### config.mk
export PLATFORM = sky130hd
export DESIGN_NAME = shift_add_mult_responder_flat
export DESIGN_NICKNAME = d
export VERILOG_FILES = /design/src/rtl/mult_pkg.sv /design/src/rtl/shift_add_mult_responder_if.sv /design/src/rtl/shift_add_mult_responder.sv /design/src/flat_wrapper.sv
export SDC_FILE = /design/constraint.sdc
export NUM_CORES = 1
export LEC_CHECK = 0
export CAP_MARGIN = 20
export CORE_MARGIN = 5
export CORE_UTILIZATION = 60
export CTS_BUF_LIST = sky130_fd_sc_hd__clkbuf_8 sky130_fd_sc_hd__clkbuf_16
export DETAILED_ROUTE_END_ITERATION = 10
export HOLD_SLACK_MARGIN = 0.06
export PLACE_DENSITY = 0.9
export SYNTH_ARGS = -nofsm -noshare
export SYNTH_HDL_FRONTEND = slang
export SYNTH_SLANG_ARGS = --single-unit
### constraint.sdc
create_clock -name clk -period 6.8 [get_ports clk]
set_input_delay 1.02 -clock clk [delete_from_list [all_inputs] [get_ports clk]]
set_output_delay 1.02 -clock clk [all_outputs]
set_load 0.02 [all_outputs]
### src/rtl/mult_pkg.sv
// Shared types and defaults for the shift-and-add multiplier responder.
package mult_pkg;

  typedef enum logic [1:0] {
    IDLE = 2'd0,
    CALC = 2'd1,
    DONE = 2'd2
  } mult_state_t;

  localparam int MULT_WIDTH_DEF = 8;

endpackage

### src/rtl/shift_add_mult_responder_if.sv
// Two-operand / one-result valid-ready interface; master drives operands, slave returns the product.
interface shift_add_mult_responder_if #(
  parameter int WIDTH = mult_pkg::MULT_WIDTH_DEF
);

  logic               in_valid;
  logic               in_ready;
  logic [WIDTH-1:0]   input_1;
  logic [WIDTH-1:0]   input_2;
  logic               out_valid;
  logic               out_ready;
  logic [2*WIDTH-1:0] output_3;

  modport master (
    output in_valid, input_1, input_2, out_ready,
    input  in_ready, out_valid, output_3
  );

  modport slave (
    input  in_valid, input_1, input_2, out_ready,
    output in_ready, out_valid, output_3
  );

endinterface

### src/rtl/shift_add_mult_responder.sv
// Sequential unsigned multiplier: one operand pair in flight, fixed WIDTH-cycle shift-and-add,
// product held on output_3 until the consumer takes it.
module shift_add_mult_responder
  import mult_pkg::*;
#(
  parameter int WIDTH = MULT_WIDTH_DEF
) (
  input logic                       clk,
  input logic                       rst_n,
  shift_add_mult_responder_if.slave bus
);

  localparam int PW = 2 * WIDTH;
  localparam int CW = (WIDTH > 1) ? $clog2(WIDTH) : 1;
  localparam logic [CW-1:0] LAST_STEP = CW'(WIDTH - 1);

  mult_state_t   state_q, state_d;
  logic [PW-1:0] a_q, a_d;
  logic [WIDTH-1:0] b_q, b_d;
  logic [PW-1:0] acc_q, acc_d;
  logic [CW-1:0] cnt_q, cnt_d;
  logic [PW-1:0] res_q, res_d;

  // NOTE: every *_d gets its hold value first, so no path through this block can infer a latch.
  always_comb begin
    state_d = state_q;
    a_d     = a_q;
    b_d     = b_q;
    acc_d   = acc_q;
    cnt_d   = cnt_q;
    res_d   = res_q;

    case (state_q)
      IDLE: begin
        if (bus.in_valid) begin
          a_d     = {{WIDTH{1'b0}}, bus.input_1};
          b_d     = bus.input_2;
          acc_d   = '0;
          cnt_d   = '0;
          state_d = CALC;
        end
      end

      CALC: begin
        // Always WIDTH iterations, even once B runs out of ones, so latency never varies.
        if (b_q[0]) acc_d = acc_q + a_q;
        a_d   = a_q << 1;
        b_d   = b_q >> 1;
        cnt_d = cnt_q + CW'(1);
        if (cnt_q == LAST_STEP) begin
          res_d   = acc_d;
          state_d = DONE;
        end
      end

      DONE: begin
        if (bus.out_ready) state_d = IDLE;
      end

      default: state_d = IDLE;
    endcase
  end

  // NOTE: state registers use non-blocking assignments so every flop samples pre-edge values.
  always_ff @(posedge clk) begin
    if (!rst_n) begin
      state_q <= IDLE;
      a_q     <= '0;
      b_q     <= '0;
      acc_q   <= '0;
      cnt_q   <= '0;
      res_q   <= '0;
    end else begin
      state_q <= state_d;
      a_q     <= a_d;
      b_q     <= b_d;
      acc_q   <= acc_d;
      cnt_q   <= cnt_d;
      res_q   <= res_d;
    end
  end

  // res_q only loads on the final step, so a partial sum never reaches output_3.
  assign bus.in_ready  = (state_q == IDLE);
  assign bus.out_valid = (state_q == DONE);
  assign bus.output_3  = res_q;

endmodule

### src/flat_wrapper.sv
// flat-port wrapper written by rule: the top's interface ports become plain ports
module shift_add_mult_responder_flat import mult_pkg::*;
#(
  parameter int WIDTH = MULT_WIDTH_DEF
)
  (clk, rst_n, bus_in_valid, bus_input_1, bus_input_2, bus_out_ready, bus_in_ready, bus_out_valid, bus_output_3);
  shift_add_mult_responder_if #(.WIDTH(WIDTH)) bus_i ();
  input logic clk;
  input logic rst_n;
  input wire logic [$bits(bus_i.in_valid)-1:0] bus_in_valid;
  input wire logic [$bits(bus_i.input_1)-1:0] bus_input_1;
  input wire logic [$bits(bus_i.input_2)-1:0] bus_input_2;
  input wire logic [$bits(bus_i.out_ready)-1:0] bus_out_ready;
  output wire logic [$bits(bus_i.in_ready)-1:0] bus_in_ready;
  output wire logic [$bits(bus_i.out_valid)-1:0] bus_out_valid;
  output wire logic [$bits(bus_i.output_3)-1:0] bus_output_3;
  assign bus_i.in_valid = bus_in_valid;
  assign bus_i.input_1 = bus_input_1;
  assign bus_i.input_2 = bus_input_2;
  assign bus_i.out_ready = bus_out_ready;
  assign bus_in_ready = bus_i.in_ready;
  assign bus_out_valid = bus_i.out_valid;
  assign bus_output_3 = bus_i.output_3;
  shift_add_mult_responder #(.WIDTH(WIDTH)) u_core (.clk(clk), .rst_n(rst_n), .bus(bus_i));
endmodule
# ---- After elaboration in Yosys (flattened, before gate mapping)
# Index checks and enable logic that the tools add are counted.
dict set report totals {
  regBits 61
  latchBits 0
  ramBits 0
  rom_bits 0
  inputBits 20
  output_inout_bits 18
  word_cells 32
  mem_count 0
}
dict set report op_classes {
  n_addsub 2
  multipliers 0
  div 0
  magnitude_cmp 0
  eq_ne 6
  shift 0
  muxes 13
  n_bitwise 0
  n_reduce_logical 5
}
# operator n
set op_table {}
lappend op_table {{one-hot mux 16 bit (2 select lines)} 2}
lappend op_table {{2-to-1 mux 16 bit} 3}
lappend op_table {{adder 16 bit} 1}
lappend op_table {{one-hot mux 8 bit (2 select lines)} 1}
lappend op_table {{2-to-1 mux 8 bit} 1}
lappend op_table {{2-to-1 mux 2 bit} 3}
lappend op_table {{one-hot mux 2 bit (3 select lines)} 1}
lappend op_table {{one-hot mux 3 bit (2 select lines)} 1}
lappend op_table {{!= test 2 bit, second input constant} 2}
lappend op_table {{AND reduction 2 bit} 2}
lappend op_table {{adder 3 x 1 -> 3 bit, second input constant} 1}
lappend op_table {{== test 3 bit, second input constant} 1}
lappend op_table {{2-to-1 mux 3 bit} 1}
lappend op_table {{AND reduction 3 bit} 1}
lappend op_table {{== test 2 x 1 -> 1 bit, second input constant} 1}
lappend op_table {{== test 2 bit, second input constant} 1}
lappend op_table {{zero test 2 bit} 1}
lappend op_table {{!= test 2 x 1 -> 1 bit, second input constant} 1}
lappend op_table {{nonzero test 2 bit} 1}

# ---- Longest topological paths before layout
# Gate-level depths: netlist of run 1.
dict set report logic_depth {
  ltp_word 3
  ltp_mapped 8
  depth_no_buf 8
}

# ---- Worst setup path before layout of run 1
# OpenSTA, ideal clock, no wires.
dict set report synth_timing {
  kind {register -> register}
  from {register u_core.acc_q[0]}
  to {register u_core.acc_q[12]}
  setup_ps 116
  arrival_time_ps 2013
  required_time_ps 6684
  setup_slack_ps 4671
  path_stages_with_launch 9
  n_path_buf 0
  synth_period_minus_slack_ps 2129
  cell_sequence {dfxtp_1 > ha_1 > fa_1 > a21o_1 > a221oi_4 > o21ai_2 > mux2i_1 > a21oi_1 > a31o_2}
}
dict set report synth_between {
  elab_chain_cells 3
}
# element line
set synth_rtl {}
lappend synth_rtl {{from (decl)} shift_add_mult_responder.sv:20} ;# logic [PW-1:0] acc_q, acc_d;
lappend synth_rtl {{from (signal assigned)} shift_add_mult_responder.sv:70} ;# acc_q <= '0;
lappend synth_rtl {{from (signal assigned)} shift_add_mult_responder.sv:77} ;# acc_q <= acc_d;
lappend synth_rtl {{adder 16 bit} shift_add_mult_responder.sv:46} ;# if (b_q[0]) acc_d = acc_q + a_q;
lappend synth_rtl {{2-to-1 mux 16 bit} shift_add_mult_responder.sv:46}
lappend synth_rtl {{one-hot mux 16 bit (2 select lines)} shift_add_mult_responder.sv:33} ;# case (state_q)
# No other way between the ends.
# A chain may end at the register's enable or synchronous reset.

# ---- Final worst setup path of run 1
dict set report layout_timing {
  from {register u_core.state_q[1]}
  to {output bus_out_valid}
}
dict set report layout_between {
  elab_chain_cells 1
}
# element line
set layout_rtl {}
lappend layout_rtl {{from (decl)} shift_add_mult_responder.sv:17} ;# mult_state_t state_q, state_d;
lappend layout_rtl {{from (signal assigned)} shift_add_mult_responder.sv:74} ;# state_q <= state_d;
lappend layout_rtl {{== test 2 bit} shift_add_mult_responder.sv:85} ;# assign bus.out_valid = (state_q == DONE);
lappend layout_rtl {{to (decl)} flat_wrapper.sv:15} ;# output wire logic [$bits(bus_i.out_valid)-1:0] bus_out_valid;
# No other way between the ends.

==> run summary, run 1 <==
total setup buffers inserted after CTS = 0
crit end category = output pin
Final Max Tran Viols = 0
pwr/cell area = 208 mW/mm^2
die area = 0.00709 mm^2
Max clock buf depth = 2
number of synthesized register bits = 61
clock-pin slew on the worst setup and hold paths = 0.07 ns
# IOs = 38
DRT Pass-1 Iters = 5
internal reg-to-reg setup slack = 4.13 ns
area delta synth->final = 20.0%
clk_skew = 0.00868 ns
worst hold slack = 0.491 ns
Cell Count, Final, Fillers Out = 495
Netlist cell types = 52
Post-Syn Area = 0.00330 mm^2
flip-flop and latch area = 0.00122 mm^2
Syn. warnings = 0
Slew @ Worst Pin = 0.987 ns
Reg-to-Reg Start = u_core.state_q[0]$_SDFFE_PN0P_
Syn Area/Cell = 8.47 um^2
status = finished, final reports clean
largest net degree at the start of global routing = 30
number of nets in the layout = 456
Multi-input gate area = 0.00195 mm^2
crit path max-delay cell type = dfxtp_1
Final setup viols = 0
final hold viol count = 0
Setup crit start kind = register
hold_sp = u_core.b_q[3]$_SDFFE_PN0P_
Cell Chain, Critical Path = nor2b_1 > clkdlybuf4s50_1
setup total negative slack = 0 ns
max_cap viols = 0
first-pass GRT wire length = 13,600 um
Post-Syn Instances = 390
diode count = 0
drt wl/cell = 17.1 um
fill count = 397
Die W = 84.2 um
post-synthesis sequential area ratio = 37.0%
core outline area = 0.00544 mm^2
layout cells sized above 1 = 9.46%
Min Clock Period, post-route = 3.01 ns
initial DRC count = 214
htree depth = 3
crit-path max FO = 18
Crit path required time = 5.78 ns
vias in the first global route = 2,869
DRT Wirelength = 8470 um
CTS-repair resized insts = 0
clock root buffer = clkbuf_8
# DRC = 0
Die Y = 84.2 um
post-DP HPWL = 5600 um
HP Class = reg2reg
Rel. slew slack = 33.8%
initial antenna violation count = 0
Finished Core Util = 72.9%
R2R depth = 4
period utilization = 44.2%
peak supply drop = 0.000180 V
unrepaired setup endpoints after global routing = no
prevailing post-synth register cell = dfxtp_1
critical path arrival = 1.99 ns
asr flop ratio synth = 0%
Congestion Overflow GR = 0
total track usage = 23.8%
Hold-fix buffers, CTS = 0
RR Endpoint = u_core.acc_q[7]$_SDFFE_PN0P_
Starting Density = 60.7%
Post-synth EDFFs = 0
worst skew pair latency = 0.35 ns
number of placement rows = 27
via count = 3,106
CTS buffer count = 9
Antenna Nets Post-Route = 0
routability congestion estimate = 0.893
static leakage = 0.00151 uW
CTS tree = built
routed vias/inst = 6.27
clock sink count = 61
Crit path largest cell delay = 0.67 ns
Cells after DPL = 477
I/O Buffers = 37
syn_nets = 428
Hold EP = u_core.b_q[2]$_SDFFE_PN0P_
crit path kind = reg2out
Fmax = 0.333 GHz
hold depth = 2
Final Power = 823 uW
## cells in the mapped netlist (8+ instances only)
cell type	number	area share (%)
xnor2_1	8	2.1
ha_1	17	6.4
dfxtp_1	61	37
a22oi_1	14	3.2
o221a_2	9	3.1
o21ai_0	16	2.4
mux2i_1	13	3.9
inv_1	8	0.91
nor2b_1	15	2.8
clkbuf_1	19	2.2
a21oi_1	31	4.7
nand2_1	21	2.4
nor2_1	63	7.2
nor3_1	9	1.4
## placed cells by master (no fill, tap or decap), drive strengths merged, types with 12 or more instances in the layout
cell and count:
nor2 63, dfxtp 61, clkdlybuf4s50 37, a21oi 32, nand2 22, o21ai 20, ha 17, nor2b 15
a22oi 14, mux2i 13, clkbuf 12
## worst max path at each step
stage,from,slack (ns),cells past startpoint,to
5_1_grt,u_core.state_q[1]$_SDFFE_PN0P_,3.65,2,bus_out_valid
3_5_place_dp,rst_n,3.58,4,u_core.bus.output_3[9]$_SDFFE_PN0P_
2_1_floorplan,u_core.acc_q[0]$_SDFFE_PN0P_,4.67,8,u_core.acc_q[12]$_SDFFE_PN0P_
6_report,u_core.state_q[1]$_SDFFE_PN0P_,3.79,2,bus_out_valid
4_1_cts,u_core.state_q[1]$_SDFFE_PN0P_,3.80,2,bus_out_valid
3_3_place_gp,rst_n,3.47,3,u_core.bus.output_3[9]$_SDFFE_PN0P_
## registers in the layout (all words and copies together), names as in the netlist
name and count:
u_core.state_q 2, u_core.bus.output_3 16, u_core.a_q 16, u_core.b_q 8, u_core.cnt_q 3, u_core.acc_q 16
## cell type report
| class | count | area share [%] |
|---|---|---|
| multi-input combinational | 296 | 49.2 |
| sequential | 61 | 30.8 |
| timing repair buffer | 42 | 11.5 |
| clock buffer | 12 | 4.17 |
| tap | 72 | 2.27 |
| clock inverter | 4 | 1.36 |
| inverter | 8 | 0.757 |
## per-stage QoR
step	setup slack, ns	cell area [um^2]
detailed placement	3.58	3700
floorplan	4.67	3300
global placement	3.47	3680
global route	3.65	3970
CTS	3.80	3920
finish	3.79	3970
## critical path: cells and delay by family (launching register included)
kind | cells | cell delay (ns)
flip-flops | 1 | 0.67
buffers and inverters | 1 | 0.66
AND/OR/NAND/NOR | 1 | 0.30
## per-layer routing
layer / vias up / GRT usage (%) / routed length, um
li1: 1489 / - / -
met4: 0 / 11.7 / 167
met3: 19 / 4.91 / 502
met2: 108 / 38.6 / 4090
met5: - / 0 / 0
met1: 1490 / 30.1 / 3710
## cell families after synthesis
| logic type | Yosys count | share of synthesized area (%) |
|---|---|---|
| mux | 13 | 3.94 |
| fa+ha+maj | 18 | 7.05 |
| compound gates | 126 | 27.8 |
| flops | 61 | 37.0 |
| buf+inv | 33 | 4.09 |
| simple gates | 130 | 17.8 |
| xor+xnor | 9 | 2.39 |
## report_power, final
part / switching [uW] / internal (uW)
combinational: 50.0 / 43.7
clock: 150 / 200
sequential: 11.9 / 368
Power figures use the tool's default switching activity.
==> run 2: changes to the inputs <==
- CORE_UTILIZATION: 60 -> 56
- PLACE_DENSITY: 0.9 -> 0.85
- clock period: 6.8 -> 3 ns (I/O delays scaled with it)
==> run 2 against run 1 <==
- sequential power grew 130%
- power increased by 120%
- clock-buffer cell count down 1
- highest routed layer unchanged
==> run summary, run 2 (synthesis results as in run 1) <==
status = finished, final reports clean
via count = 3,082
Cell Chain, Critical Path = nor2b_1 > clkdlybuf4s50_1
Slew @ Worst Pin = 0.974 ns
crit path max-delay cell type = dfxtp_1
Die W = 86.8 um
I/O Buffers = 37
CTS buffer count = 9
core outline area = 0.00582 mm^2
Congestion Overflow GR = 0
DRT Pass-1 Iters = 5
largest net degree at the start of global routing = 31
layout cells sized above 1 = 10.5%
routability congestion estimate = 0.878
total setup buffers inserted after CTS = 0
Top delay family on crit path = flip-flops
die area = 0.00753 mm^2
total track usage = 22.7%
pwr/cell area = 465 mW/mm^2
Starting Density = 56.8%
crit path buf inv count = 1
htree depth = 3
HP Class = reg2reg
static leakage = 0.00152 uW
routed vias/inst = 6.13
area delta synth->final = 19.6%
initial DRC count = 194
Rel. slew slack = 34.6%
critical path arrival = 1.90 ns
DRT Wirelength = 8180 um
CTS-repair resized insts = 0
post-DP HPWL = 5760 um
Crit path required time = 2.55 ns
worst skew pair latency = 0.35 ns
leading cell types in the layout, fill and taps excluded = nor2_1 (62), dfxtp_1 (61), clkdlybuf4s50_1 (37)
drt wl/cell = 16.3 um
clock sink count = 61
Cell Count, Final, Fillers Out = 503
# IOs = 38
number of placement rows = 28
clk_skew = 0.00852 ns
commonest non-fill, non-tap cell in the layout = nor2_1
setup total negative slack = 0 ns
Max clock buf depth = 2
# DRC = 0
Setup crit start kind = register
vias in the first global route = 2,872
crit path kind = reg2out
peak supply drop = 0.000323 V
diode count = 0
clock-pin slew on the worst setup and hold paths = 0.07 ns
period utilization = 78.3%
Cells after DPL = 487
Fmax = 0.425 GHz
first-pass GRT wire length = 13,600 um
Die Y = 86.8 um
Min Clock Period, post-route = 2.35 ns
final hold viol count = 0
Hold-fix buffers, CTS = 0
Antenna Nets Post-Route = 0
Final Max Tran Viols = 0
Final setup viols = 0
CTS tree = built
crit end category = output pin
crit-path max FO = 18
Crit path largest cell delay = 0.69 ns
unrepaired setup endpoints after global routing = no
max_cap viols = 0
initial antenna violation count = 0
clock root buffer = clkbuf_8
number of nets in the layout = 461
-- run 2: final cells by class --
class | count | area, um^2
timing repair buffer | 47 | 445
tap | 75 | 93.8
inverter | 8 | 30.0
sequential | 61 | 1220
fill | 472 | 1870
multi-input combinational | 296 | 1950
clock inverter | 5 | 58.8
clock buffer | 11 | 151
-- run 2: worst register-to-register path: stages (launching register included) --
cell,delay [ns]
dfxtp_1,0.33
ha_1,0.25
fa_1,0.42
a21o_1,0.22
a221oi_4,0.33
o21ai_2,0.14
mux2i_1,0.22
a21oi_1,0.10
a31o_2,0.22
-- run 2: final timing paths --
path                                  start  depth (start not counted)  slack [ns]                       endpoint
min              u_core.b_q[5]$_SDFFE_PN0P_                          2        0.48     u_core.b_q[4]$_SDFFE_PN0P_
max          u_core.state_q[1]$_SDFFE_PN0P_                          2        0.65                  bus_out_valid
min reg2reg      u_core.b_q[5]$_SDFFE_PN0P_                          2        0.48     u_core.b_q[4]$_SDFFE_PN0P_
max reg2reg    u_core.acc_q[0]$_SDFFE_PN0P_                          8        0.67  u_core.acc_q[12]$_SDFFE_PN0P_
-- run 2: layer usage --
layer	wire length (um)	part of all wire, %	track usage, %	vias to the layer above
met5	0	0	0	-
met1	3560	44	29.7	1438
met3	458	5.6	3.42	26
li1	-	-	-	1500
met4	313	3.8	13.2	0
met2	3840	47	35.5	118
-- run 2: report_power, final --
group	leakage, uW	total [uW]	switching [uW]	internal (uW)
Clock	0.000102	770	341	429
Sequential	0.000496	859	26.3	833
Combinational	0.000919	208	113	95.4
-- run 2: per-stage QoR --
step / hold slack (ns) / utilization, % / area, um^2 / setup WS [ns] / power (uW)
after floorplan: 0.454 / - / 3300 / 0.871 / 1010
after global placement: 0.465 / 64.3 / 3740 / 0.759 / 1070
after detailed placement: 0.475 / 64.3 / 3740 / 0.689 / 1080
after CTS: 0.486 / 67.9 / 3950 / 0.664 / 1840
after global routing: 0.510 / 67.9 / 3950 / 0.527 / 1910
final: 0.482 / 67.9 / 3950 / 0.650 / 1840
